### config.mk
export PLATFORM = sky130hd
export DESIGN_NAME = adc_seq_sched
export DESIGN_NICKNAME = d
export VERILOG_FILES = /design/src/rtl/adc_seq_sched.sv
export SDC_FILE = /design/constraint.sdc
export NUM_CORES = 1
export LEC_CHECK = 0
export BUFFER_PORTS_ARGS = -buffer_cell sky130_fd_sc_hd__buf_2
export CAP_MARGIN = 15
export CORE_ASPECT_RATIO = 2
export CORE_MARGIN = 1.5
export CORE_UTILIZATION = 30
export CTS_BUF_LIST = sky130_fd_sc_hd__clkbuf_4 sky130_fd_sc_hd__clkbuf_8 sky130_fd_sc_hd__clkbuf_16
export CTS_CLUSTER_SIZE = 8
export DETAILED_ROUTE_END_ITERATION = 8
export GPL_ROUTABILITY_DRIVEN = 0
export PLACE_DENSITY_LB_ADDON = 0.2
export SLEW_MARGIN = 20
export SYNTH_ARGS = -nofsm -noshare
export SYNTH_HDL_FRONTEND = slang
export SYNTH_SLANG_ARGS = --single-unit
### constraint.sdc
create_clock -name clk -period 3.4 [get_ports clk]
set_clock_uncertainty 0.1 [all_clocks]
set_input_delay 0.68 -clock clk [delete_from_list [all_inputs] [get_ports clk]]
set_output_delay 0.68 -clock clk [all_outputs]
set_load 0.1 [all_outputs]
### src/rtl/adc_seq_sched.sv
// Conversion scheduler: walks up to NSLOT channel slots through one SAR engine and pushes each result to the FIFO.
// Define ADC_SEQ_SCHED_TAG_EN to widen fifo_wdata to {sar_ch, sar_data}; otherwise it carries sar_data only.
module adc_seq_sched #(
    parameter int NSLOT = 8,
    parameter int CHW   = 3,
    parameter int DW    = 10,
    parameter int TW    = 16
) (
    input  logic                  clk,
    input  logic                  rst,
    input  logic                  en,
    input  logic                  cont,
    input  logic                  trig_sel,
    input  logic                  sw_soc,
    input  logic [TW-1:0]         timer_period,
    input  logic [2:0]            seq_len,
    input  logic [NSLOT*CHW-1:0]  slot_ch,
    output logic                  sar_soc,
    output logic [CHW-1:0]        sar_ch,
    input  logic                  sar_eoc,
    input  logic [DW-1:0]         sar_data,
    output logic                  fifo_wr,
`ifdef ADC_SEQ_SCHED_TAG_EN
    output logic [DW+CHW-1:0]     fifo_wdata,
`else
    output logic [DW-1:0]         fifo_wdata,
`endif
    input  logic                  fifo_full,
    output logic                  busy,
    output logic                  seq_done,
    output logic                  trig_ovr,
    output logic                  fifo_ovr
);

    typedef enum logic [1:0] {
        IDLE,
        START,
        WAIT_EOC,
        PUSH
    } state_t;

    state_t               state;
    logic [2:0]           idx;
    logic [2:0]           next_idx;
    logic [2:0]           shadow_len;
    logic [2:0]           len_clamped;
    logic [NSLOT*CHW-1:0] shadow_slots;
    logic [TW-1:0]        timer_cnt;
    logic                 tick;
    logic                 trigger;
    logic                 last_slot;

    // >= rather than == so a period shrunk below the running count still wraps promptly.
    assign tick        = en && trig_sel && (timer_cnt >= timer_period);
    assign trigger     = en && (trig_sel ? tick : sw_soc);
    assign next_idx    = idx + 3'd1;
    assign last_slot   = (idx == shadow_len);
    assign len_clamped = (32'(seq_len) > NSLOT - 1) ? 3'(NSLOT - 1) : seq_len;

    always_ff @(posedge clk) begin
        if (rst || !en || !trig_sel) begin
            timer_cnt <= '0;
        end else if (tick) begin
            timer_cnt <= '0;
        end else begin
            timer_cnt <= timer_cnt + TW'(1);
        end
    end

    // fifo_full is sampled together with sar_eoc so the write strobe can be registered into PUSH.
    always_ff @(posedge clk) begin
        if (rst) begin
            state        <= IDLE;
            idx          <= '0;
            shadow_len   <= '0;
            shadow_slots <= '0;
            sar_soc      <= 1'b0;
            sar_ch       <= '0;
            fifo_wr      <= 1'b0;
            fifo_wdata   <= '0;
            busy         <= 1'b0;
            seq_done     <= 1'b0;
            trig_ovr     <= 1'b0;
            fifo_ovr     <= 1'b0;
        end else begin
            sar_soc  <= 1'b0;
            fifo_wr  <= 1'b0;
            seq_done <= 1'b0;
            fifo_ovr <= 1'b0;
            trig_ovr <= trigger && (state != IDLE);

            case (state)
                IDLE: begin
                    if (trigger) begin
                        shadow_len   <= len_clamped;
                        shadow_slots <= slot_ch;
                        idx          <= '0;
                        sar_ch       <= slot_ch[CHW-1:0];
                        sar_soc      <= 1'b1;
                        busy         <= 1'b1;
                        state        <= START;
                    end
                end
                START: begin
                    state <= WAIT_EOC;
                end
                WAIT_EOC: begin
                    if (sar_eoc) begin
`ifdef ADC_SEQ_SCHED_TAG_EN
                        fifo_wdata <= {sar_ch, sar_data};
`else
                        fifo_wdata <= sar_data;
`endif
                        fifo_wr  <= !fifo_full;
                        fifo_ovr <= fifo_full;
                        seq_done <= last_slot;
                        state    <= PUSH;
                    end
                end
                PUSH: begin
                    if (last_slot && cont && en) begin
                        shadow_len   <= len_clamped;
                        shadow_slots <= slot_ch;
                        idx          <= '0;
                        sar_ch       <= slot_ch[CHW-1:0];
                        sar_soc      <= 1'b1;
                        state        <= START;
                    end else if (last_slot || !en) begin
                        busy  <= 1'b0;
                        state <= IDLE;
                    end else begin
                        idx     <= next_idx;
                        sar_ch  <= shadow_slots[next_idx*CHW +: CHW];
                        sar_soc <= 1'b1;
                        state   <= START;
                    end
                end
                default: begin
                    state <= IDLE;
                end
            endcase
        end
    end

endmodule
[Word level (Yosys, flattened, before mapping)]
Index checks and enable logic that the tools add are counted.
Cells by class
  $add $sub $neg: 2
  multipliers: 1
  order comparisons: 1
  eq/ne operators: 10
  shifts and indexed selects: 1
  multiplexer cells: 28
  bitwise operators: 2
  reductions and logical operators: 22
Operators with widths (count)
  24-bit 2-to-1 mux: 2
  24-bit case mux with 2 select lines: 1
  3-bit 2-to-1 mux: 8
  24-bit by 6-bit indexed part select with 3-bit output: 1
  3-bit case mux with 2 select lines: 3
  16-bit by 1-bit adder with 16-bit output, second input constant: 1
  16-bit >= comparator: 1
  2-bit inequality test, second input constant: 5
  1-bit 2-to-1 mux: 9
  2-bit case mux with 4 select lines: 1
  1-bit logical AND: 6
  3-bit AND reduction: 2
  3-bit by 2-bit multiplier with 5-bit output, second input constant: 1
  2-bit equality test, second input constant: 2
  2-bit 2-to-1 mux: 2
  1-bit case mux with 2 select lines: 2
  2-bit AND reduction: 2
  4-bit AND reduction: 1
  2-bit nonzero test: 2
  3-bit by 1-bit adder with 3-bit output, second input constant: 1
  3-bit equality test: 1
  1-bit zero test: 3
  1-bit logical OR: 3
  3-bit inequality test, second input constant: 1
  other kinds (5): 6
Storage, ports and cells
  bits in registers: 67
  input port bits: 61
  output and inout bits: 19
  word-level logic and storage cells: 80

[Logic depth before layout (Yosys ltp)]
Gate-level depths: netlist of the first run.
  depth after elaboration: 6
  mapped depth: 10
  mapped depth without buffers: 8

[Worst setup path after synthesis of the first run]
OpenSTA, ideal clock, no wires.
  path type: input to register
  start point: input port timer_period[2]
  end point: register timer_cnt[11]
  setup time: 62 ps
  arrival time: 2474 ps
  required time: 3238 ps
  setup slack: 765 ps
  cell stages on the path: 10
  path buffers: 2
  cell sequence: inv_1 ha_1 a211oi_2 o21ai_1 a41oi_1 o21ai_4 or3_1 buf_2 buf_6 nor2_4
On the way
  word-level cells in the longest chain between the ends: 3
Ends and longest elaborated chain
  start, declared: line 15  | input logic [TW-1:0] timer_period,
  16-bit >= comparator: line 54  | assign tick = en && trig_sel && (timer_cnt >= timer_period);
  1-bit logical AND: line 54
  2-bit OR reduction (no source line)
  end signal, assigned: line 66  | timer_cnt <= timer_cnt + TW'(1);
  end, declared: line 48  | logic [TW-1:0] timer_cnt;
No other way between the ends.
A chain may end at the register's enable or synchronous reset.

[Worst setup path in the final report of the first run]
  start point: input port timer_period[15]
  end point: register timer_cnt[2]
The elaborated chain is that of the path after synthesis.

==> flow_metrics.tcl, run 1 <==
set metrics [dict create \
    status "finished, final reports clean" \
    slew_headroom 0.577 \
    fp.dieW_um 83.3 \
    synth_top_area_share 0.346 \
    async_flop_share 0 \
    hold_class "reg -> reg" \
    peakVddDrop_uv 251 \
    grt_max_degree 36 \
    holdWs_ps 351 \
    max_slew.worst_pin.slew_ps 628 \
    min_period_ps 2580 \
    numPortBuffers 79 \
    tns_ps 0 \
    final_nets 554 \
    cts_hold_buf 0 \
    setup_ws_ps 819 \
    crit_arrival_ps 2740 \
    rsz0062_at_grt "no" \
    path_clk_slew_ps 50 \
    syn-num-nets 480 \
    drcViolationCount 0 \
    yosysWarningCount 0 \
    via_per_inst 4.59 \
    cp-start-kind "primary input" \
    first_pass_iters 4 \
    cts_root_buffer "clkbuf_16" \
    final_hold_viol_count 0 \
    yosys-top-cells-count "67 x dfxtp_1, 36 x mux2i_1, 36 x or2b_2" \
    netlist_area_sq_um 3870 \
    synth_area_leader_cell "dfxtp_1" \
    final_layout_size_suffix_gt1_frac 0.326 \
    required_ps 3560 \
    ant_nets 0 \
    final_max_slew_viol_count 0 \
    worstPathMaxFanout 16 \
    cts_tree "built" \
    clockPowerShare 0.384 \
    cts_buffer_depth 2 \
    power_density_nw_per_um2 468 \
    p_leak_nw 2.07 \
    max_freq_ghz 0.387 \
    synthFlopType "dfxtp_1" \
    ys_types 53 \
    p_int_mw 1.53 \
    initial_core_util 0.308 \
    die_height_um 164 \
    gr-total-overflow 0 \
    numCtsBuffers 9 \
    hpwl_um 6360 \
    htree_num_levels 3 \
    totalWireLength_um 8330 \
    dieArea_sq_um 13600 \
    ios 80 \
    cp-end-kind "flop" \
    grt_pass1_wl_um 13500 \
    syn_to_final_growth_pct 19.4 \
    cts_setup_buffers 0 \
    wire_per_inst_um 13.4 \
    worstSetupPathType "in -> reg" \
    utilization 0.368 \
    ys_seq_area_frac 0.346 \
    antenna_found_initial 0 \
    core_sq_um 12600 \
    cts_resized 0 \
    synth.top_cells.by_area "dfxtp_1 35%, mux2i_1 9.3%, or2b_2 8.1%" \
    switchingPower_mw 0.633 \
    num_antenna_cells 0 \
    synth_cells 397 \
    pwr-share-comb 0.216 \
    switching_share 0.293 \
    synthMostInstantiatedCell "dfxtp_1" \
    multiInputGateArea_sq_um 2300 \
    grt_util_all_layers 0.125 \
    setup_viol 0 \
    avgSynthCellArea_sq_um 9.75 \
    insertion_delay_ps 320 \
    ys_seq_elements 67 \
    cts_sinks 67 \
    std_cell_rows 58 \
    dpl_worst_slack_ps 427 \
    routed-via-count 2862 \
    timing.max_cap.violations 0 \
    seq_area_sq_um 1340 \
    n_fill_cell 1291 \
    synth_edf_count 0 \
    seqPwrFrac 0.399 \
    grt_pass1_vias 2920 \
    drt_iter0_markers 56 \
    min_period_over_period 0.759 \
]
[power groups by stage]
stage / registers [mW] / logic, mW / clock network, mW
4_1_cts: 0.864 / 0.477 / 0.863
5_1_grt: 0.870 / 0.510 / 0.898
2_1_floorplan: 0.993 / 0.260 / 0
6_report: 0.864 / 0.468 / 0.831
3_3_place_gp: 0.880 / 0.468 / 0
3_5_place_dp: 0.880 / 0.476 / 0
[final timing paths]
| path | startpoint | to | slack (ps) | depth (start not counted) |
|---|---|---|---|---|
| max | timer_period[15] | timer_cnt[2] | 820 | 10 |
| min | fifo_wdata[0] | fifo_wdata[0] | 350 | 2 |
| min reg2reg | fifo_wdata[0] | fifo_wdata[0] | 350 | 2 |
| max reg2reg | timer_cnt[13] | timer_cnt[2] | 940 | 8 |
[worst max-delay path, cell delays in order]
cell,delay (ps)
buf_2,80
inv_1,30
ha_1,360
nand4_2,130
o21ai_1,120
a2111oi_4,450
o21ai_4,180
or3_1,330
buf_4,240
nor2_1,130
[routing by layer]
layer | up-vias | wire length [um] | share of wire | global-route usage
li1 | 1482 | - | - | -
met2 | 68 | 4510 | 0.54 | 0.244
met5 | - | 0 | 0 | 0
met4 | 0 | 109 | 0.013 | 0.0455
met1 | 1303 | 3410 | 0.41 | 0.130
met3 | 9 | 301 | 0.036 | 0.0253
[kinds of logic after synthesis]
family / after synthesis / synth area share
AOI/OAI and AO/OA: 44 / 0.0853
xor gates and xnor gates: 18 / 0.0427
and+or+nand+nor: 159 / 0.259
muxes: 42 / 0.134
buffers and inverters: 45 / 0.0614
adders and majority gates: 22 / 0.0711
DFF: 67 / 0.346
[final cells by class]
cell class	instances	area share
multi-input combinational	285	0.498
sequential	67	0.290
clock buffer	13	0.0566
inverter	25	0.0203
timing repair buffer	83	0.0947
tap	150	0.0406
[flip-flops by register name, indices dropped and copies added (netlist names)]
name,flops
busy,1
fifo_ovr,1
fifo_wdata,10
fifo_wr,1
idx,3
sar_ch,3
sar_soc,1
seq_done,1
shadow_len,3
shadow_slots,24
state,2
timer_cnt,16
trig_ovr,1
[stage by stage]
step           std cells  total power, mW  area, sq um
2_1_floorplan        397             1.25         3870
3_3_place_gp         610             1.35         4360
3_5_place_dp         610             1.36         4360
4_1_cts              623             2.20         4620
5_1_grt              623             2.28         4620
6_report             623             2.16         4620
[cell usage in the layout (no fill, tap or decap), types with 5 or more instances in the layout]
cell type,netlist,routed
nor2_4,8,8
dfxtp_1,67,67
mux4_1,6,6
inv_1,25,25
nand3_1,11,11
xor2_1,7,7
a21oi_1,17,17
clkbuf_16,0,9
nor2b_1,5,5
ha_1,22,22
mux2i_1,36,36
o21ai_0,6,6
or2b_2,36,36
xnor2_1,10,10
nor2_1,22,22
buf_2,1,79
nand2_1,32,32
nor3_1,7,7
nand2b_1,20,20
No activity file was read; power rests on OpenSTA's default activity.
==> run 2, diff against run 1 <==
--- a/config.mk
+++ b/config.mk
@@ -5,6 +5,7 @@
 export SDC_FILE = /design/constraint.sdc
 export NUM_CORES = 1
 export LEC_CHECK = 0
+export ABC_AREA = 1
 export BUFFER_PORTS_ARGS = -buffer_cell sky130_fd_sc_hd__buf_2
 export CAP_MARGIN = 15
 export CORE_ASPECT_RATIO = 2
==> constraint.sdc (replaced) <==
create_clock -name clk -period 2.25 [get_ports clk]
set_clock_uncertainty 0.1 [all_clocks]
set_input_delay 0.45 -clock clk [delete_from_list [all_inputs] [get_ports clk]]
set_output_delay 0.45 -clock clk [all_outputs]
set_load 0.1 [all_outputs]
==> flow_metrics.tcl, run 2 <==
set metrics [dict create \
    final_max_slew_viol_count 0 \
    insertion_delay_ps 330 \
    ys_seq_elements 67 \
    cts_buffer_depth 2 \
    max_slew.worst_pin.slew_ps 504 \
    ys_types 34 \
    final_layout_size_suffix_gt1_frac 0.250 \
    std_cell_rows 54 \
    netlist_area_sq_um 3310 \
    min_period_ps 2020 \
    num_antenna_cells 0 \
    cts_hold_buf 0 \
    synth_area_leader_cell "dfxtp_1" \
    syn_to_final_growth_pct 32.2 \
    cp-start-kind "flop" \
    avgSynthCellArea_sq_um 7.39 \
    cp-end-kind "flop" \
    synth_cells 448 \
    cts_sinks 67 \
    final_hold_viol_count 0 \
    gr-total-overflow 0 \
    required_ps 2380 \
    htree_num_levels 3 \
    setup_viol 0 \
    via_per_inst 4.53 \
    syn-num-nets 531 \
    holdWs_ps 195 \
    largest_register_ffs 24 \
    ys_seq_area_frac 0.405 \
    numCtsBuffers 9 \
    final_common_cell "nor2_1" \
    hold_class "in -> reg" \
    reg_top3 "shadow_slots x24, timer_cnt x16, fifo_wdata x10" \
    initial_core_util 0.306 \
    grt_pass1_wl_um 13400 \
    path_clk_slew_ps 60 \
    power_mw 5.18 \
    rsz0062_at_grt "no" \
    worstPathMaxFanout 9 \
    grt_pass1_vias 3004 \
    pwr-share-comb 0.395 \
    ant_nets 0 \
    slew_headroom 0.667 \
    p_leak_nw 2.02 \
    wire_per_inst_um 11.8 \
    grt_util_all_layers 0.147 \
    cts_tree "built" \
    synthMostInstantiatedCell "nor2_1" \
    routed-via-count 3110 \
    antenna_found_initial 0 \
    dieArea_sq_um 11700 \
    mostFrequentLayoutCells "114 x nor2_1, 79 x buf_2, 65 x dfxtp_1" \
    design_area_sq_um 4380 \
    power_density_nw_per_um2 1180 \
    core_sq_um 10800 \
    status "finished, final reports clean" \
    ios 80 \
    synth_edf_count 0 \
    max_freq_ghz 0.496 \
    utilization 0.405 \
    timing.max_cap.violations 0 \
    worstSetupPathType "reg -> reg" \
    synth.top_cells.by_area "dfxtp_1 41%, nor2_1 13%, ha_1 8.3%" \
    switching_share 0.382 \
    drt_iter0_markers 66 \
    top_register "shadow_slots" \
    cts_resized 0 \
    fp.dieW_um 77.3 \
    synth_top_area_share 0.405 \
    grt_max_degree 41 \
    async_flop_share 0 \
    totalWireLength_um 8100 \
    first_pass_iters 4 \
    min_period_over_period 0.897 \
    numPortBuffers 79 \
    placedInstanceArea_sq_um 3930 \
    yosysWarningCount 0 \
    switchingPower_mw 1.98 \
    hpwl_um 6230 \
    clockPowerShare 0.294 \
    drcViolationCount 0 \
    crit_arrival_ps 2150 \
    yosys-top-cells-count "114 x nor2_1, 67 x dfxtp_1, 56 x nand2_1" \
    final_nets 625 \
    die_height_um 152 \
    peakVddDrop_uv 586 \
    synthFlopType "dfxtp_1" \
    cts_setup_buffers 0 \
    p_int_mw 3.20 \
    cts_root_buffer "clkbuf_16" \
    seqPwrFrac 0.310 \
]
## run 2: final cells by class
class | count | area [sq um]
flip-flops and latches | 67 | 1340
inverters | 42 | 163
repair buffers | 98 | 602
multi-input cells | 324 | 1770
fillers | 1197 | 6430
clock inverters | 7 | 101
clock buffers | 9 | 225
well taps | 140 | 175
## run 2: through the flow
stage	setup WS (ps)	TNS [ps]	instances
after global placement	-156	-3940	669
after CTS	6.35	0	685
after detailed placement	-227	-5570	669
final	233	0	687
after global routing	2.04	0	687
after floorplan	215	0	448
## run 2: power groups by stage
| stage | sequential (mW) | combinational [mW] | clock [mW] |
|---|---|---|---|
| floorplan | 1.91 | 1.16 | 0 |
| global placement | 1.63 | 1.83 | 0 |
| detailed placement | 1.64 | 1.85 | 0 |
| CTS | 1.61 | 1.86 | 1.56 |
| global route | 1.64 | 2.28 | 1.63 |
| finish | 1.61 | 2.05 | 1.52 |
## run 2: worst max-delay path: stages (launching register included)
cell and delay (ps):
dfxtp_2 340, ha_1 280, nand2_2 50, nor2_1 100
nor2_1 40, nand2_1 60, nand2_1 70, nand2_2 70
nand2_1 50, nand2_1 80, nand2_2 90, nand3_4 110
nand2_8 110, clkbuf_16 190, o21ai_1 130, nor2_1 50
## run 2: kinds of logic (layout without fill, tap and decap cells)
| group | Yosys count | count (layout) | share of synthesized area |
|---|---|---|---|
| AOI/OAI and AO/OA | 86 | 86 | 0.141 |
| xor gates and xnor gates | 11 | 11 | 0.0314 |
| adders and majority gates | 22 | 22 | 0.0832 |
| buffers and inverters | 57 | 156 | 0.0783 |
| DFF | 67 | 67 | 0.405 |
| and+or+nand+nor | 205 | 205 | 0.261 |
## run 2: final timing paths
path | slack, ps | end | startpoint | cells past startpoint
setup / recovery | 230 | shadow_slots[5] | timer_cnt[2] | 15
hold / removal | 190 | fifo_wr | fifo_full | 2
setup reg to reg | 230 | shadow_slots[5] | timer_cnt[2] | 15
hold reg to reg | 370 | sar_ch[0] | sar_ch[0] | 2
## run 2: per-layer routing
layer | track usage | vias up | routed length [um]
li1 | - | 1643 | -
met1 | 0.135 | 1374 | 2930
met2 | 0.293 | 71 | 4590
met3 | 0.0323 | 22 | 319
met4 | 0.0764 | 0 | 265
met5 | 0 | - | 0
